**config.mk**
```make
export PLATFORM = sky130hd
export DESIGN_NAME = instr_fetch_flat
export DESIGN_NICKNAME = d
export VERILOG_FILES = /design/src/rtl/instr_fetch_if.sv /design/src/rtl/instr_fetch.sv /design/src/flat_wrapper.sv
export SDC_FILE = /design/constraint.sdc
export NUM_CORES = 1
export LEC_CHECK = 0
export ABC_AREA = 1
export CAP_MARGIN = 10
export CORE_ASPECT_RATIO = 1.1
export CORE_MARGIN = 8
export CORE_UTILIZATION = 44
export CTS_BUF_LIST = sky130_fd_sc_hd__clkbuf_16
export DETAILED_ROUTE_END_ITERATION = 10
export GPL_TIMING_DRIVEN = 1
export PLACE_DENSITY = 0.81
export SKIP_LAST_GASP = 1
export SLEW_MARGIN = 20
export SYNTH_ARGS = -nofsm -noshare
export SYNTH_HDL_FRONTEND = slang
export SYNTH_SLANG_ARGS = --single-unit
```
**constraint.sdc**
```tcl
create_clock -name clk -period 1.9 [get_ports clk]
set_clock_uncertainty 0.1 [all_clocks]
set_input_delay 0.38 -clock clk [delete_from_list [all_inputs] [get_ports clk]]
set_output_delay 0.38 -clock clk [all_outputs]
set_load 0.01 [all_outputs]
```
**src/rtl/instr_fetch_if.sv**
```systemverilog
// Instruction-bus read channel between the fetch stage and instruction memory.
interface instr_fetch_if;
  logic        req;
  logic [31:0] addr;
  logic        ack;
  logic [31:0] rdata;

  modport master (output req, output addr, input ack, input rdata);
  modport slave  (input req, input addr, output ack, output rdata);
endinterface

```
**src/rtl/instr_fetch.sv**
```systemverilog
// Fetch stage: owns PC, reads instruction words over ibus, holds IR and decode fields.
// FETCH_MISALIGN_CHECK_EN enables misaligned-fetch detection; otherwise fetch_fault is tied to 0.
module instr_fetch #(
  parameter logic [31:0] RESET_PC = 32'h0000_0000
) (
  input  logic        clk,
  input  logic        rst,
  input  logic        fetch_req,
  input  logic        load_ir,
  input  logic        pc_update,
  input  logic        pc_src,
  input  logic        branch_taken,
  input  logic [31:0] alu_target,
  input  logic [31:0] branch_target,
  instr_fetch_if.master ibus,
  output logic        stall,
  output logic [31:0] pc,
  output logic [31:0] next_pc,
  output logic [31:0] ir,
  output logic [6:0]  opcode,
  output logic [2:0]  f3,
  output logic [6:0]  f7,
  output logic        fetch_fault
);

  localparam logic [31:0] NOP = 32'h0000_0013;

  typedef enum logic [1:0] {IDLE, REQ, HOLD} state_t;

  state_t      state_q, state_d;
  logic [31:0] pc_q;
  logic [31:0] ir_q;
  logic [31:0] buf_q;
  logic        req_q;
  logic [31:0] addr_q;
  logic        misaligned;
  logic        issue, buf_load, ir_from_bus, ir_from_buf, fault_set;

`ifdef FETCH_MISALIGN_CHECK_EN
  logic fault_q;

  assign misaligned  = |pc_q[1:0];
  assign fetch_fault = fault_q;

  always_ff @(posedge clk) begin
    if (rst)            fault_q <= 1'b0;
    else if (fault_set) fault_q <= 1'b1;
  end
`else
  assign misaligned  = 1'b0;
  assign fetch_fault = 1'b0;
`endif

  always_ff @(posedge clk) begin
    if (rst) state_q <= IDLE;
    else     state_q <= state_d;
  end

  always_comb begin
    state_d     = state_q;
    issue       = 1'b0;
    buf_load    = 1'b0;
    ir_from_bus = 1'b0;
    ir_from_buf = 1'b0;
    fault_set   = 1'b0;
    case (state_q)
      IDLE: begin
        if (fetch_req) begin
          if (misaligned) begin
            fault_set = 1'b1;
          end else begin
            issue   = 1'b1;
            state_d = REQ;
          end
        end
      end
      REQ: begin
        if (ibus.ack) begin
          if (load_ir) begin
            ir_from_bus = 1'b1;
            state_d     = IDLE;
          end else begin
            buf_load = 1'b1;
            state_d  = HOLD;
          end
        end
      end
      HOLD: begin
        if (load_ir) begin
          ir_from_buf = 1'b1;
          state_d     = IDLE;
        end
      end
      default: state_d = IDLE;
    endcase
  end

  // Bus address is captured only at issue, so PC updates mid-transaction leave it alone.
  always_ff @(posedge clk) begin
    if (rst) begin
      req_q  <= 1'b0;
      addr_q <= 32'h0;
      buf_q  <= 32'h0;
      ir_q   <= NOP;
    end else begin
      if (issue) begin
        req_q  <= 1'b1;
        addr_q <= {pc_q[31:2], 2'b00};
      end else if (ir_from_bus || buf_load) begin
        req_q <= 1'b0;
      end
      if (buf_load)    buf_q <= ibus.rdata;
      if (ir_from_bus) ir_q  <= ibus.rdata;
      if (ir_from_buf) ir_q  <= buf_q;
    end
  end

  always_ff @(posedge clk) begin
    if (rst) begin
      pc_q <= RESET_PC;
    end else if (pc_update) begin
      if (pc_src)            pc_q <= {alu_target[31:1], 1'b0};
      else if (branch_taken) pc_q <= branch_target;
      else                   pc_q <= pc_q + 32'd4;
    end
  end

  logic unused_alu_lsb;
  assign unused_alu_lsb = alu_target[0];

  assign stall = !rst && ((load_ir && !(state_q == HOLD || (state_q == REQ && ibus.ack)))
                          || fetch_fault);

  assign ibus.req  = req_q;
  assign ibus.addr = addr_q;
  assign pc        = pc_q;
  assign next_pc   = pc_q + 32'd4;
  assign ir        = ir_q;
  assign opcode    = ir_q[6:0];
  assign f3        = ir_q[14:12];
  assign f7        = ir_q[31:25];

endmodule

```
**src/flat_wrapper.sv**
```systemverilog
// flat-port wrapper written by rule: the top's interface ports become plain ports
module instr_fetch_flat 
#(
  parameter logic [31:0] RESET_PC = 32'h0000_0000
)
  (clk, rst, fetch_req, load_ir, pc_update, pc_src, branch_taken, alu_target, branch_target, stall, pc, next_pc, ir, opcode, f3, f7, fetch_fault, ibus_req, ibus_addr, ibus_ack, ibus_rdata);
  instr_fetch_if ibus_i ();
  input  logic clk;
  input  logic rst;
  input  logic fetch_req;
  input  logic load_ir;
  input  logic pc_update;
  input  logic pc_src;
  input  logic branch_taken;
  input  logic [31:0] alu_target;
  input  logic [31:0] branch_target;
  output logic stall;
  output logic [31:0] pc;
  output logic [31:0] next_pc;
  output logic [31:0] ir;
  output logic [6:0] opcode;
  output logic [2:0] f3;
  output logic [6:0] f7;
  output logic fetch_fault;
  output wire logic [$bits(ibus_i.req)-1:0] ibus_req;
  output wire logic [$bits(ibus_i.addr)-1:0] ibus_addr;
  input wire logic [$bits(ibus_i.ack)-1:0] ibus_ack;
  input wire logic [$bits(ibus_i.rdata)-1:0] ibus_rdata;
  assign ibus_req = ibus_i.req;
  assign ibus_addr = ibus_i.addr;
  assign ibus_i.ack = ibus_ack;
  assign ibus_i.rdata = ibus_rdata;
  instr_fetch #(.RESET_PC(RESET_PC)) u_core (.clk(clk), .rst(rst), .fetch_req(fetch_req), .load_ir(load_ir), .pc_update(pc_update), .pc_src(pc_src), .branch_taken(branch_taken), .alu_target(alu_target), .branch_target(branch_target), .ibus(ibus_i), .stall(stall), .pc(pc), .next_pc(next_pc), .ir(ir), .opcode(opcode), .f3(f3), .f7(f7), .fetch_fault(fetch_fault));
endmodule
```
# Yosys cells after proc, flatten, opt, wreduce, memory -nomap -nowiden
# Index checks and enable logic that the tools add are counted.
# classes
add_sub_neg,1
eq_ne,5
mux,20
n_reduce_logical,11
# op_table
cell,n
$mux W32,4
$add A32 B3 Y32 const B,1
$mux W1,11
$mux W2,4
$ne A2 B2 Y1 const B,3
$pmux W2 S3,1
$reduce_bool A2 Y1,2
$logic_and A1 B1 Y1,3
$reduce_and A3 Y1,1
$eq A2 B1 Y1 const B,1
$eq A2 B2 Y1 const B,1
$logic_not A1 Y1,2
$logic_not A2 Y1,1
$logic_or A1 B1 Y1,2
# totals
ff_bits,129
in_bits,104
out_inout_bits,148
wordCells,43

# Logic depth before layout (Yosys ltp)
# Gate-level depths: netlist of run 1.
# logic_depth
ltp_word,6
depth_mapped,10
depth_no_buf,10

# Worst setup path after synthesis of run 1
# No wires, ideal clock.
# synth_timing
path_type,reg2out
from,"register u_core.pc_q[3], in the netlist u_core.pc[3]"
to,output next_pc[24]
t_arrival_ns,1.381
required_ns,1.420
path_slack_ns,0.039
path_stages_with_launch,8
n_path_buf,0
cell_sequence,dfxtp_1 -> ha_1 -> nand3_1 -> nor2_1 -> inv_1 -> nor2_1 -> nand3_1 -> and2_1
# synth_between
elab_chain_len,1
# synth_rtl
element,line,source
from (decl),instr_fetch.sv:31,logic [31:0] pc_q;
from (signal assigned),instr_fetch.sv:122,"if (pc_src) pc_q <= {alu_target[31:1], 1'b0};"
from (signal assigned),instr_fetch.sv:123,else if (branch_taken) pc_q <= branch_target;
from (signal assigned),instr_fetch.sv:124,else pc_q <= pc_q + 32'd4;
$add A32 B3 Y32,instr_fetch.sv:137,assign next_pc = pc_q + 32'd4;
to (decl),flat_wrapper.sv:19,output logic [31:0] next_pc;
# Every way passes these cells.

# Worst setup path after layout of run 1
# layout_timing
from,"register u_core.pc_q[5], in the netlist u_core.pc[5]"
to,output next_pc[29]
# Same word-level chain as after synthesis.

==> impl_metrics.json, run 1 <==
{
  "status": "finished, violations left",
  "violations": "setup timing",
  "dp_cells": 1325,
  "arrival_ns": 1.91,
  "root_buffer": "clkbuf_16",
  "fill_cells": 948,
  "dp_hpwl_um": 16700,
  "htree_levels": 4,
  "cp.required_ns": 1.42,
  "netlist_top_cells_area": "dfxtp_1, o21ai_0, nand2_1, nor2_1, a21oi_1",
  "hold_end": "u_core.buf_q[8]$_SDFFE_PP0P_",
  "crit_chain": "nand2_1 > nor2_4 > nand2_4 > nor2_4 > nand2_2 > nand2_2 > and2_4 > buf_6",
  "worst-path-buf-inv": 1,
  "place.port_buffers": 247,
  "yosysSeqAreaShare_pct": 41.2,
  "synth_area_um2": 6270,
  "period_needed_ns": 2.39,
  "clk_pin_slew_ns": 0.06,
  "initial_core_util_pct": 45.3,
  "die_w_um": 130,
  "grt_pass1_vias": 7139,
  "core_region_area_um2": 13900,
  "grt_pass1_wl_um": 37300,
  "ir_drop_mv": 0.612,
  "ys_ff_latch": 129,
  "reg2reg_depth": 13,
  "whs_ns": 0.342,
  "clock_sinks": 129,
  "maxSlewViolCount": 0,
  "postRouteWirelength_um": 25100,
  "yosys.area.top_type": "dfxtp_1",
  "drive_gt1_share_pct": 23.6,
  "finalNonFillerCells": 1387,
  "synth_most_common_cell": "o21ai_0",
  "r2r_start": "u_core.pc[5]$_SDFFE_PP0P_",
  "syn_area_per_cell_um2": 7.16,
  "cts_hold_buf": 0,
  "synth_commonest_cells": "o21ai_0, nand2_1, dfxtp_1",
  "fmax_mhz": 418,
  "netlist.area_leader.share_pct": 41.2,
  "slowest_delay_ns": 0.41,
  "ios": 252,
  "maxUsedRoutingLayer": "met5",
  "setup_viol": 29,
  "synth_cells": 876,
  "wl_met3_um": 2450,
  "crit_path_start_kind": "register",
  "fin_nets": 1291,
  "r2r_slack_ns": -0.15,
  "grt_max_degree": 65,
  "rr_endpoint": "u_core.pc[29]$_SDFFE_PP0P_",
  "firstDrtPassIters": 6,
  "fp.dieH_um": 141,
  "areaGrowthSynthToFinish_pct": 66.9,
  "met2WireLength_um": 12200,
  "viasPerCell": 5.43,
  "p_per_area_nw_per_um2": 763,
  "min_delay_path_depth": 2,
  "p_leak_nw": 4.50,
  "finalPower_mw": 7.99,
  "clockBufferDepth": 2,
  "numCtsBuffers": 17,
  "num_rows": 45,
  "ys_warn_count": 0,
  "grtUsageTotal_pct": 26.0,
  "multi_input_area_um2": 3350,
  "fin_tns_setup_ns": -10.36,
  "drc_errors": 0,
  "hp-class": "register to register",
  "slowest_stage": "dfxtp_2",
  "routedWlPerCell_um": 18.1,
  "clk-insertion-delay-late_ns": 0.42,
  "register_area_um2": 2600,
  "hold_violations": 0,
  "gr-total-overflow": 0,
  "max_cap_violations": 0,
  "fin_crit_sh_pct": 126,
  "cts_tree": "yes",
  "wl_met1_um": 9140,
  "path_class": "register to primary output",
  "cp-end-kind": "primary output",
  "cp_top_family": "simple AND/OR/NAND/NOR gates",
  "synth_flop_cell": "dfxtp_1",
  "antenna_found_initial": 2,
  "hp-start": "u_core.buf_q[8]$_SDFFE_PP0P_",
  "yosysUniqueCellTypes": 29,
  "drtIter0Drc": 643,
  "rsz0062_at_grt": "true",
  "place_congestion": 0.911,
  "crit_fanout": 4,
  "fin_ws_ns": -0.493,
  "synth_edf_count": 0,
  "die-area_um2": 18300,
  "via_count": 7526,
  "antenna_left": 0,
  "async_reset_ff_share_pct": 0
}
[worst max-delay path by stage]
stage	cells past startpoint	slack, ns	endpoint	from
floorplan	7	0.04	next_pc[24]	u_core.pc[3]$_SDFFE_PP0P_
global placement	8	-0.40	next_pc[28]	u_core.pc[2]$_SDFFE_PP0P_
detailed placement	8	-0.45	next_pc[28]	u_core.pc[2]$_SDFFE_PP0P_
CTS	9	-0.44	next_pc[29]	u_core.pc[3]$_SDFFE_PP0P_
global route	8	-0.57	next_pc[29]	u_core.pc[5]$_SDFFE_PP0P_
finish	8	-0.49	next_pc[29]	u_core.pc[5]$_SDFFE_PP0P_
[placed cells by master, fill, tap and decap left out, drive strengths merged, types with 2 or more instances in the layout]
master / n
conb: 3
a31oi: 2
xnor2: 5
and2: 3
nand3: 19
inv: 66
a221oi: 27
buf: 147
a21oi: 74
clkinv: 6
nand3b: 7
bufinv: 4
dfxtp: 129
clkdlybuf4s50: 183
nand2: 157
dlymetal6s2s: 4
nor2: 145
clkbuf: 17
xor2: 10
dlygate4sd2: 30
o211ai: 2
o21ai: 153
[layout make-up]
type	instances	share of cell area, %
timing repair buffer	365	32.9
multi-input combinational	610	32.0
tap	188	2.25
antenna	1	0.0239
clock buffer	17	4.06
sequential	129	24.9
inverter	63	2.28
clock inverter	14	1.67
[stage by stage]
stage                     worst slack [ns]  cell area [um2]  utilization, %
after detailed placement            -0.452             9390            67.8
final                               -0.493            10500            75.6
after global routing                -0.566            10500            75.6
after CTS                           -0.437            10200            73.7
after floorplan                     0.0390             6280               -
after global placement              -0.400             9390            67.8
[report_power, final]
group          switching, mW  leakage, nW  internal (mW)
clock                   1.21        0.304           2.16
combinational          0.776         3.13          0.846
sequential             0.116         1.06           2.88
total                   2.10         4.50           5.89
[timing repair]
item / 4_1_cts / 5_1_grt
setup endpoints to repair: 60 / 37
gates resized for setup: 204 / 66
pin swaps: 32 / 37
buffers inserted: 28 / 9
[routing by layer]
metal  up-vias  global-route usage (%)
li1       3489                       -
met1      3498                    27.8
met2       433                    44.3
met3       104                    8.49
met4         2                    13.8
met5         -                       0
[worst reg2reg max path: stages (launching register included)]
cell and delay (ns):
dfxtp_2 0.41, nand2_1 0.19, nor2_4 0.18, nand2_4 0.12, nor2_4 0.18, nand2_2 0.08
nand2_2 0.09, buf_6 0.10, buf_6 0.08, buf_6 0.08, buf_4 0.09, buf_4 0.09
nand3_2 0.06, a21oi_2 0.13
[registers in the layout (all words and copies together) (netlist names)]
signal	flops
u_core.buf_q	32
u_core.ibus.req	1
u_core.ir	32
u_core.pc	32
u_core.ibus.addr	30
u_core.state_q	2
[logic make-up (layout without fill, tap and decap cells)]
| group | count (synthesis) | count (layout) | synth area share (%) |
|---|---|---|---|
| compound gates | 259 | 259 | 22.4 |
| xor+xnor | 15 | 15 | 2.93 |
| fa+ha+maj | 1 | 1 | 0.199 |
| buf+inv | 139 | 459 | 9.97 |
| flops | 129 | 129 | 41.2 |
| other cells | 1 | 4 | 0.0598 |
| simple gates | 332 | 332 | 23.3 |
No activity file was read; power rests on OpenSTA's default activity.
==> inputs of run 2 (changes only) <==
--- a/config.mk
+++ b/config.mk
@@ -14,6 +14,7 @@
 export DETAILED_ROUTE_END_ITERATION = 10
 export GPL_TIMING_DRIVEN = 1
 export PLACE_DENSITY = 0.81
+export REMOVE_ABC_BUFFERS = 1
 export SKIP_LAST_GASP = 1
 export SLEW_MARGIN = 20
 export SYNTH_ARGS = -nofsm -noshare
==> run 2 against run 1 <==
  * The run still ends with setup timing left
  * Cell count increased by 0.14%
  * Via count increased by 0.15%
  * Clock-buffer cell count unchanged
  * Register-to-register slack got worse by 0.16 ns
==> impl_metrics.json, run 2 (synthesis results as in run 1) <==
{
  "status": "finished, violations left",
  "violations": "setup timing",
  "clockBufferDepth": 2,
  "fin_crit_sh_pct": 125,
  "place.port_buffers": 247,
  "clk_pin_slew_ns": 0.06,
  "grt_pass1_wl_um": 36700,
  "final_cell_mix": "clkdlybuf4s50_1, o21ai_0, nand2_1",
  "die_w_um": 130,
  "antenna_left": 0,
  "period_needed_ns": 2.37,
  "grt_max_degree": 66,
  "areaGrowthSynthToFinish_pct": 69.3,
  "initial_core_util_pct": 45.3,
  "gr-total-overflow": 0,
  "max_cap_violations": 0,
  "cts_tree": "yes",
  "cp-end-kind": "primary output",
  "final_common_cell": "clkdlybuf4s50_1",
  "place_congestion": 0.864,
  "grtUsageTotal_pct": 25.4,
  "dp_hpwl_um": 16500,
  "ios": 252,
  "core_region_area_um2": 13900,
  "hold_violations": 0,
  "drive_gt1_share_pct": 24.3,
  "drc_errors": 0,
  "whs_ns": 0.344,
  "clk-insertion-delay-late_ns": 0.43,
  "arrival_ns": 1.89,
  "slowest_stage": "dfxtp_1",
  "firstDrtPassIters": 5,
  "fp.dieH_um": 141,
  "crit_end": "next_pc[18]",
  "num_rows": 45,
  "worst-path-buf-inv": 2,
  "setup_viol": 30,
  "drtIter0Drc": 683,
  "crit_fanout": 5,
  "slowest_delay_ns": 0.41,
  "viasPerCell": 5.43,
  "diodes": 0,
  "rsz0062_at_grt": "true",
  "r2r_slack_ns": -0.31,
  "hp-class": "register to register",
  "maxSlewViolCount": 0,
  "crit_start": "u_core.pc[7]$_SDFFE_PP0P_",
  "clock_sinks": 129,
  "grt_pass1_vias": 7111,
  "path_class": "register to primary output",
  "postRouteWirelength_um": 25700,
  "fmax_mhz": 421,
  "p_per_area_nw_per_um2": 770,
  "routedWlPerCell_um": 18.5,
  "postLayoutCoreUtil_pct": 76.7,
  "htree_levels": 4,
  "via_count": 7537,
  "ir_drop_mv": 0.497,
  "cp_top_family": "simple AND/OR/NAND/NOR gates",
  "die-area_um2": 18300,
  "antenna_found_initial": 0,
  "p_leak_nw": 4.57,
  "crit_path_start_kind": "register",
  "cts_hold_buf": 0,
  "fin_nets": 1293,
  "fin_ws_ns": -0.474,
  "numCtsBuffers": 17,
  "reg2reg_depth": 15,
  "crit_cells": 7,
  "crit_chain": "nand2_2 > nor2_4 > nand2_4 > nor2_8 > buf_12 > xor2_4 > buf_6",
  "rr_endpoint": "u_core.pc[20]$_SDFFE_PP0P_",
  "cp.required_ns": 1.42,
  "root_buffer": "clkbuf_16",
  "r2r_start": "u_core.pc[7]$_SDFFE_PP0P_"
}
run 2: cell count changes in the layout (fill, tap and decap cells not counted), sizes merged:
cell | before | now
buf | 147 | 149
clkinvlp | 1 | 2
clkdlybuf4s50 | 183 | 185
dlymetal6s2s | 4 | 3
clkinv | 6 | 5
clkdlybuf4s15 | 1 | 0
inv | 66 | 67
diode | 1 | 0
run 2: metal layers:
layer	part of all wire [%]	up-vias	global-route usage, %	routed length [um]
met2	49	472	43.9	12500
met4	4.5	0	11.4	1150
li1	-	3486	-	-
met3	11	93	8.98	2760
met5	0	-	0	0
met1	36	3486	27.1	9320
run 2: metrics by stage:
stage               cells  TNS [ns]  setup slack (ns)  power [mW]  area (um2)
floorplan             802    -32.39            -0.299        3.58        5890
global placement     1328    -13.02            -0.437        4.57        9430
detailed placement   1328    -15.66            -0.474        4.60        9430
CTS                  1379     -9.40            -0.428        8.09       10300
global route         1389    -12.40            -0.525        8.47       10600
finish               1389    -10.61            -0.474        8.18       10600
run 2: final cells by class:
cell class / instances / area (um2)
Timing Repair Buffer: 367 / 3500
Multi-Input combinational cell: 610 / 3400
Fill cell: 950 / 3230
Sequential cell: 129 / 2610
Clock buffer: 17 / 425
Inverter: 63 / 239
Tap cell: 188 / 235
Clock inverter: 15 / 205
run 2: worst min-delay path, cell delays in order, from the launching register on:
cell and delay, ns:
dfxtp_1 0.29, inv_1 0.05, a21oi_1 0.05
run 2: report_power, final:
group | internal [mW] | leakage, nW | switching [mW] | total (mW)
Combinational | 0.860 | 3.21 | 0.795 | 1.65
Sequential | 2.88 | 1.06 | 0.123 | 3.00
Clock | 2.21 | 0.302 | 1.32 | 3.53
run 2: worst min path at each step:
stage,startpoint,slack (ns),cells past startpoint,to
after CTS,u_core.buf_q[4]$_SDFFE_PP0P_,0.35,2,u_core.buf_q[4]$_SDFFE_PP0P_
final,u_core.buf_q[2]$_SDFFE_PP0P_,0.34,2,u_core.buf_q[2]$_SDFFE_PP0P_
after detailed placement,u_core.buf_q[12]$_SDFFE_PP0P_,0.34,2,u_core.buf_q[12]$_SDFFE_PP0P_
after floorplan,u_core.buf_q[0]$_SDFFE_PP0P_,0.33,2,u_core.buf_q[0]$_SDFFE_PP0P_
after global routing,u_core.buf_q[7]$_SDFFE_PP0P_,0.36,2,u_core.buf_q[7]$_SDFFE_PP0P_
after global placement,u_core.buf_q[10]$_SDFFE_PP0P_,0.33,2,u_core.buf_q[10]$_SDFFE_PP0P_
run 2: what timing repair did:
item / 4_1_cts / 5_1_grt
pin swaps: 31 / 35
gates resized for setup: 207 / 74
gates cloned: 0 / 0
buffers inserted: 19 / 12
endpoints found under the setup margin: 60 / 33
hold endpoints to repair: 0 / 0
==> inputs of run 3 (changes only) <==
--- a/config.mk
+++ b/config.mk
@@ -7,10 +7,11 @@
 export LEC_CHECK = 0
 export ABC_AREA = 1
 export CAP_MARGIN = 10
-export CORE_ASPECT_RATIO = 1.1
+export CORE_ASPECT_RATIO = 1.4
 export CORE_MARGIN = 8
 export CORE_UTILIZATION = 44
 export CTS_BUF_LIST = sky130_fd_sc_hd__clkbuf_16
+export CTS_CLUSTER_DIAMETER = 30
 export DETAILED_ROUTE_END_ITERATION = 10
 export GPL_TIMING_DRIVEN = 1
 export PLACE_DENSITY = 0.81
==> run 3 against run 2 <==
  * The flow still finishes with violations (setup timing)
  * Sequential power hardly changed
  * Routed wire length is 8.1% lower
  * Clock power is 9.3% lower
  * Maximum frequency is 0.25% higher
  * Flip-flop and latch count stayed put
  * Setup slack better by 0.0060 ns
  * Global-route usage is 1.2 points lower
  * First-iteration DRC count is 18% lower
  * Cell count is 0.86% lower
  * Critical path depth stayed put
  * Via count is 5.0% lower
  * Power is 5.1% lower
==> impl_metrics.json, run 3 (synthesis results as in run 1) <==
{
  "p_sw_share_pct": 27.7,
  "initial_core_util_pct": 45.1,
  "dp_cells": 1322,
  "setup_viol": 28,
  "combPwrFrac_pct": 20.3,
  "num_rows": 51,
  "clock_sinks": 129,
  "drive_gt1_share_pct": 22.2,
  "ios": 252,
  "cts_tree": "yes",
  "p_per_area_nw_per_um2": 751,
  "multi_input_area_um2": 3340,
  "violations": "setup timing",
  "gr-total-overflow": 0,
  "viasPerCell": 5.20,
  "status": "finished, violations left",
  "dp_hpwl_um": 16200,
  "clk-insertion-delay-late_ns": 0.41,
  "hp-class": "register to register",
  "drtIter0Drc": 560,
  "antenna_found_initial": 0,
  "dp_slack_ns": -0.456,
  "core_region_area_um2": 13900,
  "arrival_ns": 1.89,
  "fmax_mhz": 422,
  "maxSlewViolCount": 0,
  "clockBufferDepth": 2,
  "hold_violations": 0,
  "clk_pin_slew_ns": 0.06,
  "register_area_um2": 2600,
  "rsz0062_at_grt": "true",
  "firstDrtPassIters": 5,
  "grt_pass1_wl_um": 34900,
  "die_w_um": 117,
  "grt_pass1_vias": 6874,
  "grtUsageTotal_pct": 24.1,
  "numCtsBuffers": 17,
  "p_clk_share_pct": 41.3,
  "fill_cells": 1039,
  "ir_drop_mv": 0.490,
  "htree_levels": 4,
  "final_cell_mix": "clkdlybuf4s50_1, o21ai_0, nand2_1",
  "die-area_um2": 18400,
  "root_buffer": "clkbuf_16",
  "routedWlPerCell_um": 17.1,
  "antenna_left": 0,
  "internal_power_mw": 5.62,
  "p_sw_mw": 2.15,
  "fp.dieH_um": 157,
  "crit_path_start_kind": "register",
  "final_common_cell": "clkdlybuf4s50_1",
  "drc_errors": 0,
  "max_cap_violations": 0,
  "areaGrowthSynthToFinish_pct": 64.7,
  "fin_ws_ns": -0.468,
  "grt_max_degree": 66,
  "crit_fanout": 4,
  "via_count": 7158,
  "period_needed_ns": 2.37,
  "place_congestion": 0.882,
  "fin_nets": 1283,
  "p_leak_nw": 4.42,
  "postRouteWirelength_um": 23600,
  "cp.required_ns": 1.42,
  "path_class": "register to primary output",
  "finalNonFillerCells": 1377,
  "power_frac_seq_pct": 38.5,
  "fin_crit_sh_pct": 125,
  "cp-end-kind": "primary output",
  "place.port_buffers": 247
}
-- run 3: layout make-up --
class | count | area share [%]
well taps | 185 | 2.24
inverters | 63 | 2.31
diodes | 1 | 0.0242
clock buffers | 17 | 4.12
repair buffers | 357 | 32.4
flip-flops and latches | 129 | 25.2
multi-input cells | 610 | 32.3
clock inverters | 15 | 1.40
-- run 3: final timing paths --
| kind | startpoint | to | cells past startpoint | slack [ns] |
|---|---|---|---|---|
| max | u_core.pc[6]$_SDFFE_PP0P_ | next_pc[9] | 7 | -0.47 |
| min reg2reg | u_core.buf_q[10]$_SDFFE_PP0P_ | u_core.buf_q[10]$_SDFFE_PP0P_ | 2 | 0.34 |
| min | u_core.buf_q[10]$_SDFFE_PP0P_ | u_core.buf_q[10]$_SDFFE_PP0P_ | 2 | 0.34 |
| max reg2reg | u_core.pc[6]$_SDFFE_PP0P_ | u_core.pc[12]$_SDFFE_PP0P_ | 10 | 0.03 |
-- run 3: metal layers --
| metal | global-route usage, % | routed length, um | vias to the layer above |
|---|---|---|---|
| li1 | - | - | 3458 |
| met1 | 25.3 | 8430 | 3313 |
| met2 | 43.2 | 12000 | 329 |
| met3 | 7.40 | 2200 | 58 |
| met4 | 10.2 | 937 | 0 |
| met5 | 0 | 0 | - |
-- run 3: power by group through the flow --
| stage | sequential, mW | combinational (mW) | clock [mW] |
|---|---|---|---|
| global placement | 3.03 | 1.52 | 0 |
| global route | 3.01 | 1.69 | 3.39 |
| detailed placement | 3.04 | 1.54 | 0 |
| CTS | 2.98 | 1.51 | 3.22 |
| finish | 2.99 | 1.57 | 3.20 |
| floorplan | 3.12 | 0.456 | 0 |
-- run 3: metrics by stage --
step | TNS, ns | hold WS [ns] | util [%] | total power [mW] | area [um2]
final | -10.01 | 0.343 | 74.3 | 7.77 | 10300
after global routing | -11.69 | 0.358 | 74.3 | 8.10 | 10300
after CTS | -8.87 | 0.346 | 72.4 | 7.72 | 10100
after detailed placement | -12.28 | 0.337 | 67.5 | 4.58 | 9390
after global placement | -10.74 | 0.331 | 67.5 | 4.55 | 9390
after floorplan | -32.39 | 0.327 | - | 3.58 | 5890
-- run 3: critical path, cell delays in order (launching register included) --
cell and delay [ns]:
dfxtp_1 0.41, nand2_1 0.13, nor2_2 0.21, nand2_4 0.14
buf_4 0.16, buf_6 0.12, xnor2_4 0.18, buf_6 0.13
-- run 3: what timing repair did --
item	in CTS	in global routing
hold buffers	0	0
gates resized for setup	194	49
setup endpoints to repair	59	33
buffers inserted	15	12
pin swaps	22	33
